File: config.mk
export PLATFORM = sky130hd
export DESIGN_NAME = pc_sequencer
export DESIGN_NICKNAME = d
export VERILOG_FILES = /design/src/rtl/pc_sequencer.sv
export SDC_FILE = /design/constraint.sdc
export NUM_CORES = 1
export LEC_CHECK = 0
export CAP_MARGIN = 20
export CORE_ASPECT_RATIO = 0.75
export CORE_UTILIZATION = 42
export DETAILED_ROUTE_END_ITERATION = 7
export PLACE_DENSITY = 0.79
export RECOVER_POWER = 50
export SYNTH_ARGS = -nofsm -noshare
export SYNTH_HDL_FRONTEND = slang
export SYNTH_SLANG_ARGS = --single-unit
File: constraint.sdc
create_clock -name clk -period 2.8 [get_ports clk]
set_clock_uncertainty 0.1 [all_clocks]
set_input_delay 0.42 -clock clk [delete_from_list [all_inputs] [get_ports clk]]
set_output_delay 0.42 -clock clk [all_outputs]
set_load 0.01 [all_outputs]
File: src/rtl/pc_sequencer.sv
// Program-counter sequencer: fetch / wait-for-response / execute loop that drives the
// instruction fetch port and computes the next PC. Optional macro: PC_MISALIGN_TRAP_EN.
module pc_sequencer #(
    parameter logic [31:0] RESET_PC = 32'h8000_0000
) (
    input  logic        clk,
    input  logic        rst,
    output logic        ifu_req_valid,
    input  logic        ifu_req_ready,
    output logic [31:0] ifu_addr,
    input  logic        ifu_rsp_valid,
    input  logic [31:0] ifu_rsp_data,
    output logic [31:0] inst,
    output logic        inst_valid,
    input  logic        exec_done,
    input  logic [1:0]  pc_src,
    input  logic [31:0] imm,
    input  logic [31:0] rs1,
    input  logic [31:0] csr_pc,
    input  logic [31:0] trap_vec,
    output logic        misalign,
    output logic [31:0] pc
);

    typedef enum logic [1:0] {
        FETCH,
        WAIT,
        EXEC
    } state_t;

    state_t      state;
    logic [31:0] target;
    logic [31:0] next_pc;
    logic        trap;

    assign ifu_addr = pc;

    // Jump-and-link-register style targets always have bit 0 cleared.
    always_comb begin
        target = pc + 32'd4;
        case (pc_src)
            2'b01:   target = pc + imm;
            2'b10:   target = (rs1 + imm) & ~32'd1;
            2'b11:   target = csr_pc;
            default: target = pc + 32'd4;
        endcase
    end

`ifdef PC_MISALIGN_TRAP_EN
    assign trap    = (target[1:0] != 2'b00);
    assign next_pc = trap ? trap_vec : target;
`else
    logic unused_trap_vec;
    assign unused_trap_vec = ^trap_vec;
    assign trap    = 1'b0;
    assign next_pc = target;
`endif

    // The request stays low during the first cycle out of reset, so a ready seen there
    // cannot complete a handshake.
    always_ff @(posedge clk or posedge rst) begin
        if (rst) begin
            state         <= FETCH;
            pc            <= RESET_PC;
            inst          <= 32'h0000_0013;
            inst_valid    <= 1'b0;
            misalign      <= 1'b0;
            ifu_req_valid <= 1'b0;
        end else begin
            misalign <= 1'b0;
            case (state)
                FETCH: begin
                    if (ifu_req_valid && ifu_req_ready) begin
                        ifu_req_valid <= 1'b0;
                        state         <= WAIT;
                    end else begin
                        ifu_req_valid <= 1'b1;
                    end
                end
                WAIT: begin
                    if (ifu_rsp_valid) begin
                        inst       <= ifu_rsp_data;
                        inst_valid <= 1'b1;
                        state      <= EXEC;
                    end
                end
                EXEC: begin
                    if (exec_done) begin
                        pc            <= next_pc;
                        misalign      <= trap;
                        inst_valid    <= 1'b0;
                        ifu_req_valid <= 1'b1;
                        state         <= FETCH;
                    end
                end
                default: begin
                    state         <= FETCH;
                    ifu_req_valid <= 1'b0;
                    inst_valid    <= 1'b0;
                end
            endcase
        end
    end

endmodule

Word level (Yosys, flattened, before mapping) --
Cells that the tools add are included.
Storage, ports and cells: register bits 68, latch bits 0, memory bits (writable) 0, memory bits (read-only) 0, output and inout port bits 99, logic and storage cells 36, memories 0
Cells by class: add/sub/neg operators 3, $mul 0, div/mod/pow operators 0, magnitude comparators 0, equality and inequality tests 8, shift-type cells 0, multiplexer cells 11, bitwise logic cells 2, reduce and logical (&&, ||, !) cells 7
Operators by type and width (number):
- $pmux 32 s3 | 1
- $add 32x32->32 | 2
- $add 32x3->32 const B | 1
- $eq 2x2->1 const B | 3
- $mux 2 | 3
- $ne 2x2->1 const B | 3
- $pmux 1 s3 | 2
- $pmux 2 s3 | 1
- $reduce_and 2->1 | 3
- $reduce_and 3->1 | 2
- $eq 2x1->1 const B | 2
- $mux 1 | 4
- $logic_not 2->1 | 1
- $not 1->1 | 2
- $logic_and 1x1->1 | 1

Depth between registers and ports, before layout --
word-level depth 3, depth in mapped cells 12, gate-level depth less buffers 12

Worst setup path after synthesis --
No wires, ideal clock.
path kind input-to-reg, start point in imm[10], end point reg pc[20], in the netlist ifu_addr[20], arrival 2.606 ns, slack -0.030 ns, stages 10, buffers on the path 0, cell sequence ha_1 o21a_1 nor2_1 or4b_4 a31oi_4 nor3_2 nor2_1 xor2_1 mux4_2 mux2_2
Between the ends: cells in the longest elaborated chain, start to end 2, elaborated cells between the ends (all ways) 3, classes of those cells 2 x add/sub; 1 x mux
RTL lines:
- from (decl) | RTL line 17 | input logic [31:0] imm,
- $add 32x32->32 (on tied branches) | RTL line 43, 42
- $pmux 32 s3 * | RTL line 41 | case (pc_src)
- to (signal assigned) | RTL line 89 | pc <= next_pc;
- to (decl) | RTL line 22 | output logic [31:0] pc
Mark *: on every way between the ends. The rest lies on a longest branch, timed or not. A chain may end at the register's enable or synchronous reset.

Final worst setup path --
start point reg pc[0], in the netlist ifu_addr[0], end point reg pc[20], in the netlist ifu_addr[20]
Between the ends: cells in the longest elaborated chain, start to end 2, elaborated cells between the ends (all ways) 3, classes of those cells 2 x add/sub; 1 x mux
RTL lines (RTL line):
- $add 32x3->32 / $add 32x32->32 (equally long branches) | 45, 42
- $pmux 32 s3 * | 41
Marks and branches as above.

==> results.toml <==
[status]
outcome = "finished, violations left"
violations = "capacitance limit, slew limit, setup timing"

[critical_path]
cp-start-kind = "flop"
r2r-start = "ifu_addr[0]"
required_ns = 2.93
timing.rr.end = "ifu_addr[20]"
crit_buf_inv = 1
slowest_delay_ns = 0.45
cp_max_fo = 3
reg2regPathDepth = 11
crit_slowest_cell = "mux4_2"
path_class = "flop to flop"
path_delay_family = "multiplexers"
critical_path_arrival_ns = 3.00
cp-startpoint = "ifu_addr[0]"
reg2reg_slack_ns = -0.07
crit_chain = "ha_2, inv_2, fa_2, nor2b_4, o2111ai_4, a21oi_4, o211ai_1, nand3_2, xor2_1, mux4_2, mux2_4"
endpoint_kind = "flop"

[pwr]
pwr-share-comb = 0.705
vdd.ir_drop.worst_mv = 0.397
seqPwrFrac = 0.181
p_int_mw = 6.12
sw_frac_of_total = 0.423
power.density_nw_per_um2 = 868
p_sw_mw = 4.48
power.total_mw = 10.6
pwr-share-clk = 0.114
leakage_nw = 5.25

[synthesis]
yosysWarnings = 0
ys_types = 70
synth_area_um2 = 7310
synthTopCellsByArea = "dfrtp_1, ha_1, a21oi_1"
ys_ff_latch = 68
synth_area_leader_cell = "dfrtp_1"
synthFlopType = "dfrtp_1"
synthArstFlopShare = 1.00
synth_top_area_share = 0.219
yosysSeqAreaShare = 0.233
syn_nets = 1143
synth_edf_count = 0
synth_area_per_cell_um2 = 8.02
syn_inst = 912

[route]
viasPerCell = 5.81
drtIter0Drc = 658
drt-pass1-iter-count = 7
wl_per_cell_um = 20.0
finalWirelength_um = 30200
drc = 0
antenna_left = 0
vias = 8793

[global_route]
grtUsageTotal = 0.313
grt_max_degree = 69
grt_pass1_wl_um = 43200
grt_overflow = 0
first_global_vias = 8169
grt_antenna_before_repair = 0

[cts]
clk_path_buf_depth = 2
cts.sinks = 68
clk_pin_slew_ns = 0.06
cts_made_buffers = 9
clockRootBuffer = "clkbuf_16"
insertion_delay_ns = 0.35
ctsHtreeMaxLevel = 3
cts_tree = "yes"

[min_path]
min_to = "inst[26]"
min_from = "inst[26]"
hold_depth = 1
hp-class = "flop to flop"

[timing]
setup_ws_ns = -0.0681
clock.fmax_mhz = 349
maxSlewViolCount = 69
rsz0062_at_grt = "true"
period_minus_slack_ns = 2.87
final.period_utilization = 1.02
slew_headroom = -0.243
tightest_slew_ns = 1.86
finalHoldViolations = 0
final-setup-viol-count = 1

[final_layout]
area_growth_pct = 66.9
final-instance-count-excl-fill = 1514
layout_common_cells = "buf_4, clkdlybuf4s50_1, a21oi_1"
layout_commonest_cell = "buf_4"
final_core_util = 0.721
diodes = 0
final_nets = 1525
drive_gt1_frac = 0.305

[placement]
dp_cells = 1470
dpl_worst_slack_ns = -0.871
routabilityCongestion = 0.932
portBuffers = 232
dp_hpwl_um = 22200

[die]
core_um2 = 16900
num_rows = 41
die-area_um2 = 18000
ios = 266
die_y_um = 116
start_util = 0.432
die_w_um = 154

[job]
max_cap_viol_count = 1
[cell families after synthesis]
| logic type | count (synthesis) | share of synthesized area |
|---|---|---|
| AOI/OAI and AO/OA | 307 | 0.265 |
| and+or+nand+nor | 271 | 0.177 |
| buffers and inverters | 96 | 0.0666 |
| DFF | 68 | 0.233 |
| adders and majority gates | 64 | 0.112 |
| xor gates and xnor gates | 59 | 0.0707 |
| muxes | 46 | 0.0758 |
| other | 1 | 0.000513 |
[what timing repair did]
action / in CTS / in global routing
setup endpoints to repair: 20 / 21
resized for setup: 69 / 129
pin swaps: 42 / 63
setup buffers: 21 / 14
hold endpoints to repair: 0 / 0
hold buffers: 0 / 0
[per-layer routing]
layer	up-vias	routed length, um	share of wire	global-route usage
met5	-	0	0	0
met2	500	13200	0.44	0.498
li1	4085	-	-	-
met3	61	3250	0.11	0.0772
met1	4147	13000	0.43	0.422
met4	0	818	0.027	0.0957
[area by class of cell]
type / instances / area [um^2]
clock inverter: 7 / 83.8
timing repair buffer: 442 / 3950
tap: 215 / 269
sequential: 68 / 1710
inverter: 25 / 93.8
multi-input combinational: 748 / 5880
clock buffer: 9 / 225
fill: 1226 / 4720
[metrics by stage]
stage | cell area (um^2) | hold WS [ns] | TNS (ns)
final | 12200 | 0.399 | -0.0681
after floorplan | 7340 | 0.392 | 0
after global placement | 10900 | 0.386 | -11.88
after global routing | 12200 | 0.404 | -1.03
after detailed placement | 10900 | 0.392 | -13.60
after CTS | 11700 | 0.405 | -0.381
[worst max-delay path by stage]
stage	end	slack (ns)	cells past startpoint
floorplan	ifu_addr[20]	0.004	10
finish	ifu_addr[20]	-0.07	11
detailed placement	ifu_addr[20]	-0.87	13
global placement	ifu_addr[20]	-0.74	13
CTS	ifu_addr[20]	-0.13	12
global route	ifu_addr[20]	-0.18	11
[flip-flops by register name, summed over array words and instances (netlist names)]
signal	flops
ifu_req_valid	1
inst	32
state	2
ifu_addr	32
inst_valid	1
[power groups by stage]
stage | sequential [mW] | clock (mW) | combinational (mW)
after floorplan | 2.19 | 0 | 3.28
after global placement | 1.87 | 0 | 6.64
after detailed placement | 1.91 | 0 | 6.73
after CTS | 1.90 | 1.22 | 7.07
after global routing | 1.98 | 1.26 | 7.97
final | 1.92 | 1.21 | 7.47
[worst reg2reg max path, stage by stage (launching register included)]
cell and delay, ns:
dfrtp_1 0.36, ha_2 0.19, inv_2 0.05, fa_2 0.39
nor2b_4 0.17, o2111ai_4 0.16, a21oi_4 0.22, o211ai_1 0.18
nand3_2 0.14, xor2_1 0.08, mux4_2 0.45, mux2_4 0.27
[synthesized netlist by cell type, drive strengths merged, types with 7 or more instances]
library cell and n:
nand2 88, and3 10, nand2b 10, and2 7, nand4 15, a31oi 14, nand3 30, o22ai 7
o21a 11, a211oi 17, o211ai 12, ha 62, clkbuf 33, buf 38, a21oi 113, dfrtp 64
inv 25, mux2 35, o21bai 9, xnor2 32, nor3 13, nor2 66, mux2i 7, xor2 27
nor2b 7, o21ai 76, a21o 15
Note: power is estimated with default switching activity, not from simulation.
